**src/rtl/data_ram_arbiter.sv**
```systemverilog
// Two-port arbiter and access sequencer in front of a word-wide data RAM.
// Handles sub-word loads by lane extraction and sub-word stores by read-modify-write.
module data_ram_arbiter #(
  parameter int ADDR_W = 32,
  parameter bit RR_EN  = 1'b1
) (
  input  logic              clk,
  input  logic              rst_n,

  input  logic              m0_req,
  input  logic              m0_we,
  input  logic [ADDR_W-1:0] m0_addr,
  input  logic [1:0]        m0_size,
  input  logic [31:0]       m0_wdata,
  output logic              m0_gnt,
  output logic              m0_ack,
  output logic [31:0]       m0_rdata,
  output logic              m0_err,

  input  logic              m1_req,
  input  logic              m1_we,
  input  logic [ADDR_W-1:0] m1_addr,
  input  logic [1:0]        m1_size,
  input  logic [31:0]       m1_wdata,
  output logic              m1_gnt,
  output logic              m1_ack,
  output logic [31:0]       m1_rdata,
  output logic              m1_err,

  output logic [ADDR_W-1:0] ram_addr,
  output logic [31:0]       ram_wr_data,
  output logic              ram_wr_en,
  input  logic [31:0]       ram_rd_data,

  output logic              busy
);

  localparam logic [1:0] SIZE_B = 2'b00;
  localparam logic [1:0] SIZE_H = 2'b01;
  localparam logic [1:0] SIZE_W = 2'b10;
  localparam logic [1:0] SIZE_R = 2'b11;

  typedef enum logic [2:0] {IDLE, RD, RMW_RD, WR, RESP} state_t;

  state_t            state;
  logic              owner_q;   // 0 = m0, 1 = m1
  logic              rr_last;   // requester granted most recently
  logic [ADDR_W-1:0] addr_q;
  logic [1:0]        size_q;
  logic [31:0]       wdata_q;
  logic [31:0]       word_q;
  logic [31:0]       rdata_q;
  logic              err_q;

  logic              pick_m1;
  logic              grant;
  logic              sel_we;
  logic [ADDR_W-1:0] sel_addr;
  logic [1:0]        sel_size;
  logic [31:0]       sel_wdata;
  logic              sel_err;

  // Zero-extended byte/half lane of a RAM word; full word otherwise.
  function automatic logic [31:0] lane_extract(input logic [31:0] word,
                                               input logic [1:0]  lo,
                                               input logic [1:0]  size);
    logic [31:0] res;
    res = '0;
    case (size)
      SIZE_B:  res[7:0]  = word[{lo, 3'b000} +: 8];
      SIZE_H:  res[15:0] = word[{lo[1], 4'b0000} +: 16];
      default: res       = word;
    endcase
    return res;
  endfunction

  // Old RAM word with the addressed lane replaced by right-aligned store data.
  function automatic logic [31:0] lane_merge(input logic [31:0] word,
                                             input logic [31:0] wdata,
                                             input logic [1:0]  lo,
                                             input logic [1:0]  size);
    logic [31:0] res;
    res = word;
    case (size)
      SIZE_B:  res[{lo, 3'b000} +: 8]     = wdata[7:0];
      SIZE_H:  res[{lo[1], 4'b0000} +: 16] = wdata[15:0];
      default: res                         = wdata;
    endcase
    return res;
  endfunction

  // NOTE: every signal assigned in always_comb gets a default first, so no
  // path through the block leaves it unassigned and no latch is inferred.
  always_comb begin
    pick_m1 = 1'b0;
    if (RR_EN)
      pick_m1 = m1_req && (!m0_req || !rr_last);
    else
      pick_m1 = m1_req && !m0_req;

    // Gated by rst_n so grants stay low while reset is held.
    grant     = rst_n && (state == IDLE) && (m0_req || m1_req);
    sel_we    = pick_m1 ? m1_we    : m0_we;
    sel_addr  = pick_m1 ? m1_addr  : m0_addr;
    sel_size  = pick_m1 ? m1_size  : m0_size;
    sel_wdata = pick_m1 ? m1_wdata : m0_wdata;
    sel_err   = (sel_size == SIZE_R)
             || ((sel_size == SIZE_H) && sel_addr[0])
             || ((sel_size == SIZE_W) && (sel_addr[1:0] != 2'b00));
  end

  // NOTE: sequential state uses non-blocking assignments so every register
  // samples the pre-edge values and evaluation order cannot matter.
  always_ff @(posedge clk or negedge rst_n) begin
    if (!rst_n) begin
      state   <= IDLE;
      owner_q <= 1'b0;
      rr_last <= 1'b1;
      addr_q  <= '0;
      size_q  <= SIZE_B;
      wdata_q <= '0;
      word_q  <= '0;
      rdata_q <= '0;
      err_q   <= 1'b0;
    end else begin
      case (state)
        IDLE: begin
          if (grant) begin
            owner_q <= pick_m1;
            rr_last <= pick_m1;
            addr_q  <= sel_addr;
            size_q  <= sel_size;
            wdata_q <= sel_wdata;
            rdata_q <= '0;
            err_q   <= sel_err;
            if (sel_err)
              state <= RESP;
            else if (!sel_we)
              state <= RD;
            else if (sel_size == SIZE_W)
              state <= WR;
            else
              state <= RMW_RD;
          end
        end
        RD: begin
          rdata_q <= lane_extract(ram_rd_data, addr_q[1:0], size_q);
          state   <= RESP;
        end
        RMW_RD: begin
          word_q <= ram_rd_data;
          state  <= WR;
        end
        WR:      state <= RESP;
        RESP:    state <= IDLE;
        default: state <= IDLE;
      endcase
    end
  end

  logic resp;
  assign resp = (state == RESP);

  assign busy        = (state != IDLE);
  assign ram_addr    = (state == RD || state == RMW_RD || state == WR)
                     ? {addr_q[ADDR_W-1:2], 2'b00} : '0;
  assign ram_wr_en   = (state == WR);
  assign ram_wr_data = ram_wr_en ? lane_merge(word_q, wdata_q, addr_q[1:0], size_q) : '0;

  assign m0_gnt   = grant && !pick_m1;
  assign m1_gnt   = grant && pick_m1;
  assign m0_ack   = resp && !owner_q;
  assign m1_ack   = resp && owner_q;
  assign m0_rdata = m0_ack ? rdata_q : '0;
  assign m1_rdata = m1_ack ? rdata_q : '0;
  assign m0_err   = m0_ack && err_q;
  assign m1_err   = m1_ack && err_q;

endmodule

```
**config.mk**
```make
export PLATFORM = sky130hd
export DESIGN_NAME = data_ram_arbiter
export DESIGN_NICKNAME = d
export VERILOG_FILES = /design/src/rtl/data_ram_arbiter.sv
export SDC_FILE = /design/constraint.sdc
export NUM_CORES = 1
export LEC_CHECK = 0
export BUFFER_PORTS_ARGS = -buffer_cell sky130_fd_sc_hd__buf_2
export CORE_UTILIZATION = 40
export CTS_BUF_LIST = sky130_fd_sc_hd__clkbuf_4 sky130_fd_sc_hd__clkbuf_8
export DETAILED_ROUTE_END_ITERATION = 8
export PLACE_DENSITY = 0.8
export RECOVER_POWER = 50
export SLEW_MARGIN = 20
export SYNTH_ARGS = -nofsm -noshare
export SYNTH_HDL_FRONTEND = slang
export SYNTH_SLANG_ARGS = --single-unit
```
**constraint.sdc**
```tcl
create_clock -name clk -period 3 [get_ports clk]
set_input_delay 0.15 -clock clk [delete_from_list [all_inputs] [get_ports clk]]
set_output_delay 0.15 -clock clk [all_outputs]
set_load 0.02 [all_outputs]
```
Word level (Yosys, flattened, before mapping)
Index checks and enable logic that the tools add are counted.
Word-level totals
  flip-flop bits (word level): 136
  output and inout port bits: 136
  bits of input ports: 170
Operators by class
  reductions and logical operators: 30
  multiplexer cells: 21
  eq/ne operators: 9
  shift operators: 6
  add/sub/neg operators: 2
Operators with widths (count)
  $mux W32: 7
  $pmux W32 S2: 2
  $bwmux W32: 2
  $pmux W8 S2: 2
  $shift A16 B7 Y32 const A: 1
  $shift A8 B7 Y32 const A: 1
  $shiftx A16 B7 Y32: 1
  $shiftx A32 B6 Y16: 1
  $shiftx A32 B6 Y8: 1
  $shiftx A8 B7 Y32: 1
  $mux W16: 1
  $neg A5 Y7: 2
  $logic_and A1 B1 Y1: 11
  $pmux W3 S3: 1
  $eq A3 B2 Y1 const B: 2
  $logic_or A1 B1 Y1: 6
  $mux W3: 2
  $eq A2 B1 Y1 const B: 2
  $eq A2 B2 Y1 const B: 2
  $logic_not A1 Y1: 4
  $mux W2: 2
  $reduce_and A2 Y1: 2
  $reduce_bool A2 Y1: 2
  $reduce_or A2 Y1: 2
  7 further kinds: 8

Logic depth before layout (Yosys ltp)
  depth after elaboration: 11
  depth in mapped cells: 9

Worst setup path before layout
No wires, ideal clock.
  path type: register to output
  start point: reg addr_q[1]
  end point: out ram_wr_data[0]
  arrival time: 2498 ps
  required time: 2850 ps
  stages on the path, launching flop included: 8
  slack: 352 ps
  cell sequence: dfrtp_1 -> inv_1 -> clkbuf_1 -> ha_1 -> clkbuf_1 -> nor3_1 -> a221oi_1 -> nor3_1
On the way
  cells in the longest elaborated chain, start to end: 5
  elaborated cells on any way between the ends: 10
  classes of those cells: add/sub: 2; shift: 4; mux: 4
Ends and longest elaborated chain
  from (decl): RTL line 48  | logic [ADDR_W-1:0] addr_q;
  from (signal assigned): RTL line 131  | addr_q <= sel_addr;
  $neg A5 Y7 (on tied branches): RTL line 86, 85
  $shiftx A16 B7 Y32, or another cell as far along: RTL line 86  | SIZE_H: res[{lo[1], 4'b0000} +: 16] = wdata[15:0];
  $bwmux W32 (on tied branches): RTL line 86, 85
  $pmux W32 S2 *: RTL line 84  | case (size)
  $mux W32 *: RTL line 168  | assign ram_wr_data = ram_wr_en ? lane_merge(word_q, wdata_q, addr_q[1:0], size_q) : '0;
  to (decl): RTL line 31  | output logic [31:0] ram_wr_data,
Mark *: on every way between the ends. The rest lies on a longest branch, timed or not.

Final worst setup path
  start point: reg addr_q[0]
  end point: out ram_wr_data[30]
On the way
  cells in the longest elaborated chain, start to end: 5
  elaborated cells on any way between the ends: 6
  classes of those cells: add/sub: 1; shift: 2; mux: 3
Ends and longest elaborated chain
  $neg A5 Y7 *: RTL line 85  | SIZE_B: res[{lo, 3'b000} +: 8] = wdata[7:0];
  $shiftx A8 B7 Y32 or $shift A8 B7 Y32 (tied branches): RTL line 85
  $bwmux W32 *: RTL line 85
  $pmux W32 S2 *: RTL line 84
  $mux W32 *: RTL line 168
Marked as above.

==> out/results.ini <==
[global_route]
grt.total_usage=0.2788
antenna_found_initial=0
grt_max_degree=74
grt_pass1_wl_mm=43.12
first_global_vias=8100
grt_overflow=0

[detailed_routing]
drt_iter0_drc=581
ant_nets=0
vias_per_cell=5.615
firstDrtPassIters=9
wl_mm=28.34
wire_per_inst_microns=19.26
drc=0
routed-via-count=8260

[final_layout]
mostFrequentLayoutCells=292 x buf_2, 156 x dlygate4sd3_1, 133 x dfrtp_1
finalNetCount=1372
area_delta_synth_final_pct=46.64
final_common_cell=buf_2
drive_gt1_frac=0.3281
nFillCells=1547

[worst_hold_path]
hp-class=in -> reg

[yosys]
synthDominantCellAreaShare=0.4303
synthDistinctLibCells=45
synthArstFlopShare=1.000
synthCells=767
synth-edff-count=0
synthTopCellsByArea=dfrtp_1 43%, a22o_1 9.7%, and2_1 7.9%
ys_ff_latch=136
avgSynthCellArea_sq_um=10.23
synth_top_area_cell=dfrtp_1
yosysSeqAreaShare=0.4337
netlist_area_sq_um=7850
ys_warn_count=0
synth_ff_type=dfrtp_1

[clocking]
cts-root-buf=clkbuf_8
cts_buffers=17
cts_max_path_buffers=2
worstSkewPairLatency_ns=0.45
cts_setup_buffers=0
cts_max_level=4
clkTransAtPathRegs_ns=0.08
cts_sinks=136
tritoncts=built

[setup_path]
critPathKind=reg -> out
critPathLaunchType=register
cp_max_fo=16
cp.required_ns=2.85
end_kind=output pin
critPathArrivalTime_ns=2.72

[sta]
setup_violations=0
final.setup.tns_ns=0
timing.fmax_mhz=348.0
worst_slack_ns=0.1268
hold_violations=0
fin_crit_sh=0.9577
grt_setup_unrepaired=no
maxSlewViolCount=108
worst_pin_slew_ns=1.873
skew_ns=0.01181
worst_slew_margin_rel=-0.2488
fin_crit_ns=2.873

[floorplan]
coreArea_sq_um=18960
rows=50
dieHeight_microns=142.1
dieArea_sq_um=20190
start_util=0.4141
pin_count=306
die_w_microns=142.1

[placed_design]
io_buffers=303
dp_hpwl_mm=18.50
post-place-ws_ns=0.4516
place_congestion=0.8694

[power_and_ir_drop]
p_leak_nw=5.928
irDropWorstVdd_mv=0.4359
power_density_nw_per_um2=943.9
total_power_mw=10.86

[job]
drv_cap=2

[outcome]
outcome=complete, but fails checks
violations=max-capacitance violations, max-slew violations

worst max-delay path, cell delays in order (launching register included):
cell and delay, ns:
dfrtp_2 0.42, clkinv_1 0.11, buf_4 0.19, ha_1 0.24, nor3b_2 0.19, buf_4 0.25
nand3_1 0.11, a221o_1 0.34, a21oi_1 0.20, buf_2 0.22
kinds of logic (layout without fill, tap and decap cells):
logic type | count (synthesis) | after routing | synth area share
AOI/OAI and AO/OA | 285 | 285 | 0.2837
and+or+nand+nor | 201 | 201 | 0.1435
DFF | 136 | 136 | 0.4337
buffers and inverters | 77 | 519 | 0.04511
muxes | 62 | 62 | 0.08559
adders and majority gates | 5 | 5 | 0.007969
other | 1 | 3 | 0.0004777
flip-flops by register name, indices dropped and copies added (netlist names):
name,cells
rdata_q,32
addr_q,32
err_q,1
wdata_q,32
size_q,2
rr_last,1
state,3
word_q,32
owner_q,1
area by class of cell:
| type | instances | area, sq um | share of cell area |
|---|---|---|---|
| clock buffers | 22 | 290.3 | 0.02522 |
| clock inverters | 10 | 93.84 | 0.008152 |
| well taps | 260 | 325.3 | 0.02826 |
| inverters | 7 | 26.28 | 0.002283 |
| diodes | 1 | 2.502 | 0.0002174 |
| flip-flops and latches | 136 | 3407 | 0.2960 |
| repair buffers | 480 | 3249 | 0.2823 |
| multi-input cells | 555 | 4116 | 0.3576 |
final timing paths:
check | slack (ns) | endpoint | startpoint | cells past startpoint
max | 0.13 | ram_wr_data[30] | addr_q[0] | 9
min | 0.02 | rdata_q[31] | ram_rd_data[31] | 2
max in group asynchronous | 0.72 | addr_q[0] | rst_n | 3
min in group asynchronous | 0.09 | rdata_q[26] | rst_n | 2
min reg2reg | 0.51 | rr_last | rr_last | 1
max reg2reg | 0.24 | addr_q[3] | state[1] | 6
report_power, final:
| part | switching [mW] | leakage, nW | internal [mW] |
|---|---|---|---|
| sequential | 0.923 | 1.69 | 2.70 |
| clock | 0.774 | 0.192 | 0.742 |
| combinational | 2.76 | 4.04 | 2.97 |
Yosys cell counts (3+ instances only):
cell,count
dfrtp_1,135
and2_1,99
a22o_1,87
a21o_1,65
mux2_2,41
a21oi_1,36
clkbuf_1,32
nand2_1,28
buf_2,25
nand3_1,25
mux2i_1,21
a221o_1,17
o21ai_0,15
a222oi_1,14
nor2_1,14
nor2b_1,12
nor3_1,12
a22oi_1,10
a221oi_1,9
a41o_1,8
o22ai_1,8
buf_1,7
o2bb2ai_1,7
inv_1,6
ha_1,5
a211oi_1,4
buf_4,3
buf_6,3
nand2b_1,3
stage by stage:
stage	utilization	hold WS [ns]	cells	instance area, sq um
after detailed placement	0.5051	0.006436	1282	9574
final	0.6073	0.02384	1471	11510
after global routing	0.6071	0.01461	1470	11510
after floorplan	-	-0.1456	768	7854
after CTS	0.6073	0.0001478	1469	11510
after global placement	0.5051	0.005417	1282	9574
routing by layer:
metal / track usage / share of wire / vias to the layer above
met5: 0 / 0 / -
met4: 0.1115 / 0.026 / 0
met3: 0.05518 / 0.088 / 67
met2: 0.4502 / 0.47 / 470
met1: 0.3665 / 0.42 / 3988
li1: - / - / 3735
timing repair:
item / in CTS / in global routing
hold buffers: 155 / 1
resized for setup: 1 / 4
pin swaps: 0 / 0
hold endpoints to repair: 156 / 1
setup endpoints to repair: 1 / 15
(Power assumes the default switching activity.)
